### src/rtl/cms_and_pipe.sv
// Masked AND gadget (CMS-style, ring refresh) for NSHARES shares of W-bit lanes.
// Refreshed cross products are registered before compression; optional output register.
module cms_and_pipe #(
  parameter int NSHARES = 4,
  parameter int W       = 1,
  parameter int OUT_REG = 1
) (
  input  logic                           clk,
  input  logic                           rst_n,
  input  logic                           in_valid,
  output logic                           in_ready,
  input  logic [NSHARES*W-1:0]           a,
  input  logic [NSHARES*W-1:0]           b,
  input  logic [NSHARES*NSHARES*W-1:0]   rnd,
  output logic                           out_valid,
  input  logic                           out_ready,
  output logic [NSHARES*W-1:0]           c
);

  localparam int T = NSHARES * NSHARES;

  // Handshake: a transfer happens on a rising edge where valid && ready are both high.
  // in_ready never looks at in_valid; a held output stays bit-exact until out_ready.

  logic [T*W-1:0]         t_d;
  logic [T*W-1:0]         s1_t;
  logic                   s1_valid;
  logic                   s1_load;
  logic [NSHARES*W-1:0]   comp;

  // Each cross product is masked by its own rnd value and its ring neighbour's.
  always_comb begin
    t_d = '0;
    for (int i = 0; i < NSHARES; i++) begin
      for (int j = 0; j < NSHARES; j++) begin
        t_d[(i*NSHARES+j)*W +: W] = (a[i*W +: W] & b[j*W +: W])
                                    ^ rnd[(i*NSHARES+j)*W +: W]
                                    ^ rnd[(((i*NSHARES+j)+1) % T)*W +: W];
      end
    end
  end

  // Glitch barrier: only individually refreshed terms are stored here.
  always_ff @(posedge clk or negedge rst_n) begin
    if (!rst_n) begin
      s1_valid <= 1'b0;
      s1_t     <= '0;
    end else if (s1_load) begin
      s1_valid <= in_valid;
      if (in_valid) s1_t <= t_d;
    end
  end

  always_comb begin
    comp = '0;
    for (int i = 0; i < NSHARES; i++) begin
      for (int j = 0; j < NSHARES; j++) begin
        comp[i*W +: W] = comp[i*W +: W] ^ s1_t[(i*NSHARES+j)*W +: W];
      end
    end
  end

  assign in_ready = s1_load;

  if (OUT_REG != 0) begin : g_out_reg
    logic                 s2_valid;
    logic                 s2_load;
    logic [NSHARES*W-1:0] c_q;

    assign s2_load = !s2_valid || out_ready;
    assign s1_load = !s1_valid || s2_load;

    always_ff @(posedge clk or negedge rst_n) begin
      if (!rst_n) begin
        s2_valid <= 1'b0;
        c_q      <= '0;
      end else if (s2_load) begin
        s2_valid <= s1_valid;
        if (s1_valid) c_q <= comp;
      end
    end

    assign c         = c_q;
    assign out_valid = s2_valid;
  end else begin : g_out_comb
    assign s1_load   = !s1_valid || out_ready;
    assign c         = comp;
    assign out_valid = s1_valid;
  end

endmodule

### config.mk
export PLATFORM = sky130hd
export DESIGN_NAME = cms_and_pipe
export DESIGN_NICKNAME = d
export VERILOG_FILES = /design/src/rtl/cms_and_pipe.sv
export SDC_FILE = /design/constraint.sdc
export NUM_CORES = 1
export LEC_CHECK = 0
export CORE_MARGIN = 3
export CORE_UTILIZATION = 30
export DETAILED_ROUTE_END_ITERATION = 6
export GPL_ROUTABILITY_DRIVEN = 0
export GPL_TIMING_DRIVEN = 0
export MAX_ROUTING_LAYER = met4
export PLACE_DENSITY_LB_ADDON = 0.25
export SLEW_MARGIN = 25
export SYNTH_ARGS = -nofsm -noshare
export SYNTH_HDL_FRONTEND = slang
export SYNTH_SLANG_ARGS = --single-unit
### constraint.sdc
create_clock -name clk -period 1.4 [get_ports clk]
set_clock_uncertainty 0.2 [all_clocks]
set_input_delay 0.21 -clock clk [delete_from_list [all_inputs] [get_ports clk]]
set_output_delay 0.21 -clock clk [all_outputs]
set_load 0.02 [all_outputs]
==> Yosys cells after proc, flatten, opt, wreduce, memory -nomap -nowiden <==
Index checks and enable logic that the tools add are counted.
{ "op_classes": {"bitwise": 60, "reduce_logical": 6} }
{ "ops": {"columns": ["operator", "count"], "rows": [
  ["$xor A1 B1 Y1", 44],
  ["$and A1 B1 Y1", 16],
  ["$reduce_and A2 Y1", 2],
  ["$logic_not A1 Y1", 2],
  ["$logic_or A1 B1 Y1", 2]
]} }
{ "totals": {"output_inout_bits": 6, "elab_cells": 70, "inputBits": 28, "regBits": 22} }

==> Longest topological paths before layout <==
Gate-level depths: netlist of the first run.
{ "logic_depth": {"depth_word": 4, "ltp_mapped": 4, "mapped_depth_nobuf": 3} }

==> Least setup slack after synthesis of the first run <==
OpenSTA, ideal clock, no wires.
{ "synth_path": {"path_kind": "register to register", "from": "register g_out_reg.s2_valid (netlist: out_valid)", "to": "register s1_t[0]", "setup_slack_ns": -0.163, "required_time_ns": 1.075, "n_path_buf": 1, "arrival_time_ns": 1.238, "setup_time_ns": 0.125, "period_less_slack_ns": 1.563, "path_stages_with_launch": 5, "path_cell_list": "dfrtp_1 -> nand3b_4 -> nand2_4 -> buf_12 -> mux2_4"} }
{ "synth_via": {"elab_chain_len": 4} }
{ "synth_rtl": {"columns": ["element", "line_no", "text"], "rows": [
  ["start: declaration", "66", "logic s2_valid;"],
  ["start signal: assignment", "78", "s2_valid <= s1_valid;"],
  ["$logic_not A1 Y1", "70", "assign s2_load = !s2_valid || out_ready;"],
  ["$logic_or A1 B1 Y1", "70", null],
  ["$logic_or A1 B1 Y1", "71", "assign s1_load = !s1_valid || s2_load;"],
  ["net in_ready", "11", "output logic in_ready,"],
  ["$reduce_and A2 Y1 (no line)", null, null],
  ["end signal: assignment", "50", "if (in_valid) s1_t <= t_d;"],
  ["end: declaration", "26", "logic [T*W-1:0] s1_t;"]
]} }
The timed path passes the listed nets, and every way through them passes these cells.
A chain may end at the register's enable or synchronous reset.

==> Worst setup path after layout of the first run <==
{ "layout_path": {"from": "register s1_valid", "to": "register s1_t[10]"} }
{ "layout_via": {"elab_chain_len": 3} }
{ "layout_rtl": {"columns": ["element", "line_no", "text"], "rows": [
  ["start: declaration", "27", "logic s1_valid;"],
  ["start signal: assignment", "49", "s1_valid <= in_valid;"],
  ["$logic_not A1 Y1", "71", null],
  ["$logic_or A1 B1 Y1", "71", null],
  ["$reduce_and A2 Y1 (no line)", null, null]
]} }
Every way passes these cells.

==> impl_metrics.toml, run 1 <==
[global_route]
antenna_found_initial = 0
first_global_vias = 927
grt_max_degree = 23
track_usage = 0.113
grt_pass1_wl_mm = 4.35
grt-ovfl-total = 0

[die]
initial_core_util = 0.322
die_height_um = 72.7
std_cell_rows = 23
fp.coreArea_um2 = 4140
dieArea_um2 = 5280
io_pins = 34
dieWidth_um = 72.7

[critical_path]
cp-end-kind = "flip-flop"
required_ns = 1.36
worst-path-max-fanout = 6
rrSetupSlack_ns = -0.04
cp_slowest_stage_delay_ns = 0.42
critical_path.cell_chain = "nand3b_4, nand2_8, clkbuf_16, mux2_4"
crit_family = "flip-flops"
cp_slowest_cell = "dfrtp_1"
cp.arrival_ns = 1.40
start_kind = "flip-flop"
worst-setup-path-type = "flip-flop to flip-flop"
critical_path_buf_inv_count = 1

[power]
switching_share = 0.282
switching_power_uw = 697
powerDensity_nw_per_um2 = 1320
peakVddDrop_v = 0.000420
leakage_nw = 0.817
clockPowerShare = 0.245
power_frac_seq = 0.378
p_comb_frac = 0.378
internal-power_mw = 1.78
power_mw = 2.48

[timing]
fmax_mhz = 695
final_hold_viol_count = 0
rsz0062_at_grt = "true"
setup_viol = 14
finalCriticalPeriod_ns = 1.44
finalCritPeriodShare = 1.03
worst_pin_slew_ns = 0.502
slew_viol_final = 0
timing.max_slew.rel_slack = 0.665
setup_ws_ns = -0.0392

[yosys]
ys_warn_count = 0
synth.cell_area_um2 = 1330
netlist_instances = 109
syn_nets = 137
synth_cell_type_count = 11
synth_area_per_cell_um2 = 12.2
synth.yosys.seq_area_share = 0.413
ys_ff_latch = 22

[drt]
routed_wl_mm = 2.65
vias = 873
dr.pass1.iters = 2
antenna_left = 0
wire_per_inst_um = 13.2
viasPerCell = 4.34
drc = 0
drt-initial-drc-count = 12

[cts]
clk_pin_slew_worst_paths_ns = 0.09
clkSinkCount = 22
clock_latency_ns = 0.27
clk_path_buf_depth = 2
root_buffer = "clkbuf_8"
cts_tree = "yes"
cts_buffers = 3
htree_levels = 1

[hold_path]
hold_class = "input port to flip-flop"

[place]
dp_slack_ns = -0.465
dp.cells = 192
port_buffers = 33
place_hpwl_mm = 2.02

[cells_and_area]
diodes = 0
drive_gt1_frac = 0.238
syn_to_final_growth_pct = 40.8
layout.nets = 180
fill_cells = 385
final_cells = 201

[status]
violations = "setup timing"
status = "finished with violations"

[run]
maxCapViolCount = 0
-- metrics by stage --
| step | utilization | cell area [µm²] | setup TNS [ns] | hold WS (ns) |
|---|---|---|---|---|
| after floorplan | - | 1340 | -0.673 | -0.286 |
| after global placement | 0.417 | 1730 | -11.66 | 0.289 |
| after detailed placement | 0.417 | 1730 | -12.52 | 0.300 |
| after CTS | 0.435 | 1800 | -0.403 | 0.0636 |
| after global routing | 0.453 | 1880 | -0.998 | 0.115 |
| final | 0.453 | 1880 | -0.298 | 0.0742 |
-- cells by family after synthesis --
| group | synth area share |
|---|---|
| simple gates | 0.0863 |
| buf+inv | 0.0150 |
| xor+xnor | 0.289 |
| flops | 0.413 |
| mux | 0.197 |
-- state kept, by name, indices dropped and copies added, names as in the netlist --
register	cells
s1_t	16
c	4
out_valid	1
s1_valid	1
-- synth_stat cells --
cell      instances  area share
nand2b_1          2      0.0094
mux2_4           10        0.11
or2b_1            1      0.0056
xor2_1           20        0.13
xnor2_1          24        0.16
nand2_4           1      0.0084
mux2_2           10       0.084
nand3b_4          1       0.015
nand2_1          17       0.048
buf_12            1       0.015
dfrtp_1          22        0.41
-- worst register-to-register path, stage by stage (launching register included) --
cell and delay (ns):
dfrtp_1 0.42, nand3b_4 0.13, nand2_8 0.13, clkbuf_16 0.16
mux2_4 0.29
-- cell type report --
class	count	area, µm²	share of cell area
Buffer	1	20.0	0.0107
Clock buffer	3	41.3	0.0220
Clock inverter	1	30.0	0.0160
Multi-Input combinational cell	86	782	0.416
Sequential cell	22	552	0.294
Tap cell	50	62.6	0.0333
Timing Repair Buffer	38	390	0.208
-- power by group through the flow --
stage | Clock (mW) | Sequential [mW] | Combinational [mW]
floorplan | 0 | 1.00 | 0.565
global placement | 0 | 0.937 | 0.930
detailed placement | 0 | 0.949 | 0.941
CTS | 0.617 | 0.934 | 0.904
global route | 0.643 | 0.961 | 1.03
finish | 0.606 | 0.935 | 0.936
-- final timing paths --
check,startpoint,endpoint,depth (start not counted)
max,s1_valid$_DFFE_PN0P_,s1_t[10]$_DFFE_PN0P_,4
min,out_ready,out_valid$_DFFE_PN0P_,3
max reg2reg,s1_valid$_DFFE_PN0P_,s1_t[10]$_DFFE_PN0P_,4
min reg2reg,c[0]$_DFFE_PN0P_,c[0]$_DFFE_PN0P_,1
max in group asynchronous,rst_n,out_valid$_DFFE_PN0P_,2
min in group asynchronous,rst_n,s1_valid$_DFFE_PN0P_,2
-- per-layer routing --
metal,up-vias,GRT usage,wire (µm)
li1,438,-,-
met4,0,0.0430,12
met1,410,0.135,1130
met3,2,0.0207,82
met5,-,-,0
met2,23,0.188,1430
-- cell usage in the layout (no fill, tap or decap) --
cell,count
clkdlybuf4s50_1,25
xnor2_1,24
dfrtp_1,21
xor2_1,20
nand2_1,16
mux2_4,12
mux2_2,8
clkdlybuf4s15_1,4
clkbuf_8,3
buf_4,3
buf_12,2
nand2b_1,2
buf_2,2
nand3b_4,1
nand2_8,1
nand2_2,1
or2b_1,1
bufinv_16,1
clkbuf_16,1
dlygate4sd3_1,1
dlymetal6s2s_1,1
dfrtp_2,1
-- what timing repair did --
item                                    in CTS  in global routing
gates cloned                                 0                  1
pin swaps                                    0                  2
gates resized for setup                     15                  8
hold endpoints to repair                     0                 22
endpoints found under the setup margin      21                 15
hold buffers                                 0                  1
setup buffers                                0                  3
Note: power is estimated with default switching activity, not from simulation.
==> inputs of run 2 (changes only) <==
Settings changed: CAP_MARGIN set to 25, SLEW_MARGIN 25 to 30.
==> run 2 against run 1 <==
Net effect:
- the flow still finishes with violations (setup timing)
- global-route usage is the same
- fmax is the same
- core utilization is the same
- routed wire length is the same
- clock power is essentially flat
- critical path type unchanged
==> impl_metrics.toml, run 2 (synthesis gave the netlist of run 1 again) <==
[status]
status = "finished with violations"
violations = "setup timing"

[timing]
timing.max_slew.rel_slack = 0.665
finalCritPeriodShare = 1.03
finalCriticalPeriod_ns = 1.44
setup_ws_ns = -0.0392
rsz0062_at_grt = "true"
final_hold_viol_count = 0
fmax_mhz = 695
setup_tns_ns = -0.298
slew_viol_final = 0
worst_pin_slew_ns = 0.503
setup_viol = 14

[cells_and_area]
fill_cells = 384
final_cell_mix = "clkdlybuf4s50_1 (25), xnor2_1 (24), dfrtp_1 (21), xor2_1 (20), nand2_1 (16)"
multiInputGateArea_um2 = 782
final_common_cell = "clkdlybuf4s50_1"
largest-register = "s1_t"
diodes = 0
register_area_um2 = 552
largest_reg_flops = 16
drive_gt1_frac = 0.238
syn_to_final_growth_pct = 40.8
layout.nets = 180
final_cells = 201

[drt]
routed_wl_mm = 2.65
drc = 0
antenna_left = 0
wire_per_inst_um = 13.2
drt-initial-drc-count = 9
viasPerCell = 4.34
dr.pass1.iters = 2
vias = 873

[power]
powerDensity_nw_per_um2 = 1320
leakage_nw = 0.817
peakVddDrop_v = 0.000420

[die]
io_pins = 34
initial_core_util = 0.322
die_height_um = 72.7
fp.coreArea_um2 = 4140
std_cell_rows = 23
dieArea_um2 = 5280
dieWidth_um = 72.7

[cts]
clk_pin_slew_worst_paths_ns = 0.09
clk_path_buf_depth = 2
clock_latency_ns = 0.27
root_buffer = "clkbuf_8"
cts_buffers = 3
clkSinkCount = 22
htree_levels = 1
cts_tree = "yes"

[place]
dp_slack_ns = -0.465
place_hpwl_mm = 2.02
dp.cells = 192
port_buffers = 33

[critical_path]
r2r-start = "s1_valid$_DFFE_PN0P_"
crit_path_start = "s1_valid$_DFFE_PN0P_"
required_ns = 1.36
worst-setup-path-type = "flip-flop to flip-flop"
cp-end-kind = "flip-flop"
worst-path-max-fanout = 6
r2r.worst_path.cells = 4
rrSetupSlack_ns = -0.04
start_kind = "flip-flop"
cp.arrival_ns = 1.40
rr_endpoint = "s1_t[10]$_DFFE_PN0P_"

[run]
maxCapViolCount = 0

[hold_path]
whs_endpoint = "out_valid$_DFFE_PN0P_"
holdCritStartpoint = "out_ready"
hold_class = "input port to flip-flop"
hold_path_depth = 3

[global_route]
antenna_found_initial = 0
track_usage = 0.113
grt_pass1_wl_mm = 4.35
grt-ovfl-total = 0
grt_max_degree = 23
first_global_vias = 927
[run 2: cell counts in the layout (fill, tap and decap cells not counted)]
Identical to the previous run, type by type.
[run 2: report_power, final]
| group | internal [mW] | total [mW] | switching, mW |
|---|---|---|---|
| logic | 0.581 | 0.936 | 0.355 |
| registers | 0.817 | 0.935 | 0.118 |
| clock network | 0.382 | 0.606 | 0.224 |
[run 2: repair_timing]
action / in CTS / in global routing
setup endpoints to repair: 20 / 15
hold buffers: 1 / 0
endpoints found under the hold margin: 22 / 0
gates resized for setup: 14 / 8
cloned: 0 / 1
buffers inserted: 0 / 3
pin swaps: 0 / 2
[run 2: worst max-delay path by stage]
stage,end,cells after the start,slack (ns)
global placement,in_ready,3,-0.44
finish,s1_t[10]$_DFFE_PN0P_,4,-0.04
detailed placement,in_ready,3,-0.47
CTS,in_ready,3,-0.04
floorplan,s1_t[0]$_DFFE_PN0P_,4,-0.07
global route,s1_t[10]$_DFFE_PN0P_,4,-0.08
[run 2: layout make-up]
cell class,instances,area share
clock buffers,3,0.0220
flip-flops and latches,22,0.294
plain buffers,1,0.0107
multi-input cells,86,0.416
well taps,50,0.0333
repair buffers,38,0.208
clock inverters,1,0.0160
[run 2: metrics by stage]
stage	power, mW	hold WS, ns	cell area [µm²]	util
floorplan	1.57	-0.286	1340	-
global placement	1.87	0.289	1730	0.417
detailed placement	1.89	0.00885	1720	0.416
CTS	2.46	0.271	1810	0.436
global route	2.63	0.115	1880	0.453
finish	2.48	0.0742	1880	0.453
[run 2: critical path, cell delays in order, from the launching register on]
cell and delay [ns]:
dfrtp_1 0.42, nand3b_4 0.13, nand2_8 0.13, clkbuf_16 0.16, mux2_4 0.29
[run 2: layer usage]
layer,GRT usage,wire length (µm),vias up
li1,-,-,438
met1,0.136,1130,410
met2,0.188,1430,23
met3,0.0193,81,2
met4,0.0430,12,0
met5,-,0,-
==> inputs of run 3 (changes only) <==
--- a/config.mk
+++ b/config.mk
@@ -8,2 +8,3 @@
 export CAP_MARGIN = 25
+export CORE_ASPECT_RATIO = 0.8
 export CORE_MARGIN = 3
@@ -14,3 +15,2 @@
 export MAX_ROUTING_LAYER = met4
-export PLACE_DENSITY_LB_ADDON = 0.25
 export SLEW_MARGIN = 30
==> constraint.sdc (replaced) <==
create_clock -name clk -period 1.4 [get_ports clk]
set_clock_uncertainty 0.2 [all_clocks]
set_input_delay 0.28 -clock clk [delete_from_list [all_inputs] [get_ports clk]]
set_output_delay 0.28 -clock clk [all_outputs]
set_load 0.02 [all_outputs]
==> run 3 against run 2 <==
Net effect:
- the run still ends with setup timing left
- sequential power decreased by 0.6%
- clock-buffer cell count is 1 higher
- hold slack gained 0.17 ns
- critical path type unchanged
- sequential cell count stayed put
- critical endpoint is now s1_t[9]$_DFFE_PN0P_
- largest power group is now registers
==> impl_metrics.toml, run 3 (synthesis gave the netlist of run 1 again) <==
[critical_path]
cp-end-kind = "flip-flop"
start_kind = "flip-flop"
worst-setup-path-type = "flip-flop to flip-flop"
required_ns = 1.34
worst-path-max-fanout = 5
cp.arrival_ns = 1.37

[cts]
root_buffer = "clkbuf_8"
cts_tree = "yes"
clk_pin_slew_worst_paths_ns = 0.08
cts_buffers = 3
htree_levels = 1
clkSinkCount = 22
clock_latency_ns = 0.25
clk_path_buf_depth = 2

[cells_and_area]
layout.nets = 178
largest-register = "s1_t"
largest_reg_flops = 16
final_core_util = 0.437
fin_area_um2 = 1850
syn_to_final_growth_pct = 38.6
diodes = 0
final_cell_mix = "xnor2_1 (24), dfrtp_1 (21), xor2_1 (20), nand2_1 (17), mux2_4 (14)"
drive_gt1_frac = 0.242
final_common_cell = "xnor2_1"

[die]
dieArea_um2 = 5290
io_pins = 34
fp.coreArea_um2 = 4230
die_height_um = 65.6
dieWidth_um = 80.6
initial_core_util = 0.315
std_cell_rows = 21

[timing]
setup_ws_ns = -0.0312
timing.max_slew.rel_slack = 0.656
worst_pin_slew_ns = 0.516
rsz0062_at_grt = "true"
setup_viol = 10
fmax_mhz = 699
finalCriticalPeriod_ns = 1.43
finalCritPeriodShare = 1.02
slew_viol_final = 0
final_hold_viol_count = 0

[global_route]
grt_max_degree = 23
antenna_found_initial = 0
first_global_vias = 948
grt-ovfl-total = 0
track_usage = 0.108
grt_pass1_wl_mm = 4.25

[drt]
viasPerCell = 4.30
dr.pass1.iters = 4
drt-initial-drc-count = 7
wire_per_inst_um = 12.6
antenna_left = 0
routed_wl_mm = 2.59
drc = 0
vias = 885

[power]
power_frac_seq = 0.413
p_comb_frac = 0.412
switching_share = 0.296
clockPowerShare = 0.175
peakVddDrop_v = 0.000403
internal-power_mw = 1.59
power_mw = 2.25
leakage_nw = 0.862
switching_power_uw = 665
powerDensity_nw_per_um2 = 1220

[status]
violations = "setup timing"
status = "finished with violations"

[place]
place_hpwl_mm = 2.04
place_area_um2 = 1740
port_buffers = 33

[hold_path]
hold_class = "input port to flip-flop"

[run]
maxCapViolCount = 0
[run 3: cell count changes in the layout (fill, tap and decap cells not counted), sizes merged]
| cell | delta |
|---|---|
| dlymetal6s2s | +5 |
| clkdlybuf4s15 | -2 |
| dlygate4sd2 | +9 |
| bufinv | -1 |
| clkbuf | +1 |
| clkdlybuf4s50 | -14 |
[run 3: power groups by stage]
stage	clock [mW]	combinational [mW]	sequential, mW
floorplan	0	0.565	1.00
detailed placement	0	0.945	0.946
global placement	0	0.929	0.937
CTS	0.409	0.932	0.933
finish	0.395	0.927	0.929
global route	0.437	1.02	0.956
[run 3: worst paths after layout]
path                                 startpoint                     to  slack, ns  cells past startpoint
hold reg to reg                c[0]$_DFFE_PN0P_       c[0]$_DFFE_PN0P_       0.31                      1
max in group asynchronous                 rst_n  out_valid$_DFFE_PN0P_       0.30                      2
setup / recovery           s1_valid$_DFFE_PN0P_    s1_t[9]$_DFFE_PN0P_      -0.03                      4
min in group asynchronous                 rst_n    s1_t[0]$_DFFE_PN0P_       0.33                      2
hold / removal                        out_ready  out_valid$_DFFE_PN0P_       0.25                      3
setup reg to reg           s1_valid$_DFFE_PN0P_    s1_t[9]$_DFFE_PN0P_      -0.03                      4
[run 3: cell type report]
cell class / count / area (µm²)
Fill cell: 388 / 2380
Multi-Input combinational cell: 86 / 787
Sequential cell: 22 / 552
Timing Repair Buffer: 36 / 373
Tap cell: 57 / 71.3
Clock buffer: 4 / 45.0
Buffer: 1 / 20.0
[run 3: repair_timing]
action,CTS,global route
pin swaps,2,5
endpoints found under the setup margin,48,23
cloned,0,1
hold endpoints to repair,0,22
buffers inserted,1,0
hold buffers,0,1
resized for setup,33,12
[run 3: layer usage]
metal,track usage,up-vias,wire (µm)
met5,-,-,0
met4,0.0316,0,17
met3,0.0260,2,119
met2,0.168,20,1280
met1,0.141,431,1170
li1,-,432,-
[run 3: worst max-delay path: stages, from the launching register on]
cell and delay [ns]:
dfrtp_1 0.41, nand3b_4 0.13, nand2_8 0.13, clkbuf_16 0.16, mux2_4 0.29
[run 3: through the flow]
stage	setup TNS, ns	worst slack (ns)	hold WS (ns)	instances
after floorplan	-0.673	-0.0673	-0.216	109
after global placement	-14.01	-0.583	0.290	199
after detailed placement	-16.02	-0.600	0.298	199
after CTS	-0.190	-0.0428	0.143	204
after global routing	-0.953	-0.0800	0.264	206
final	-0.171	-0.0312	0.248	206
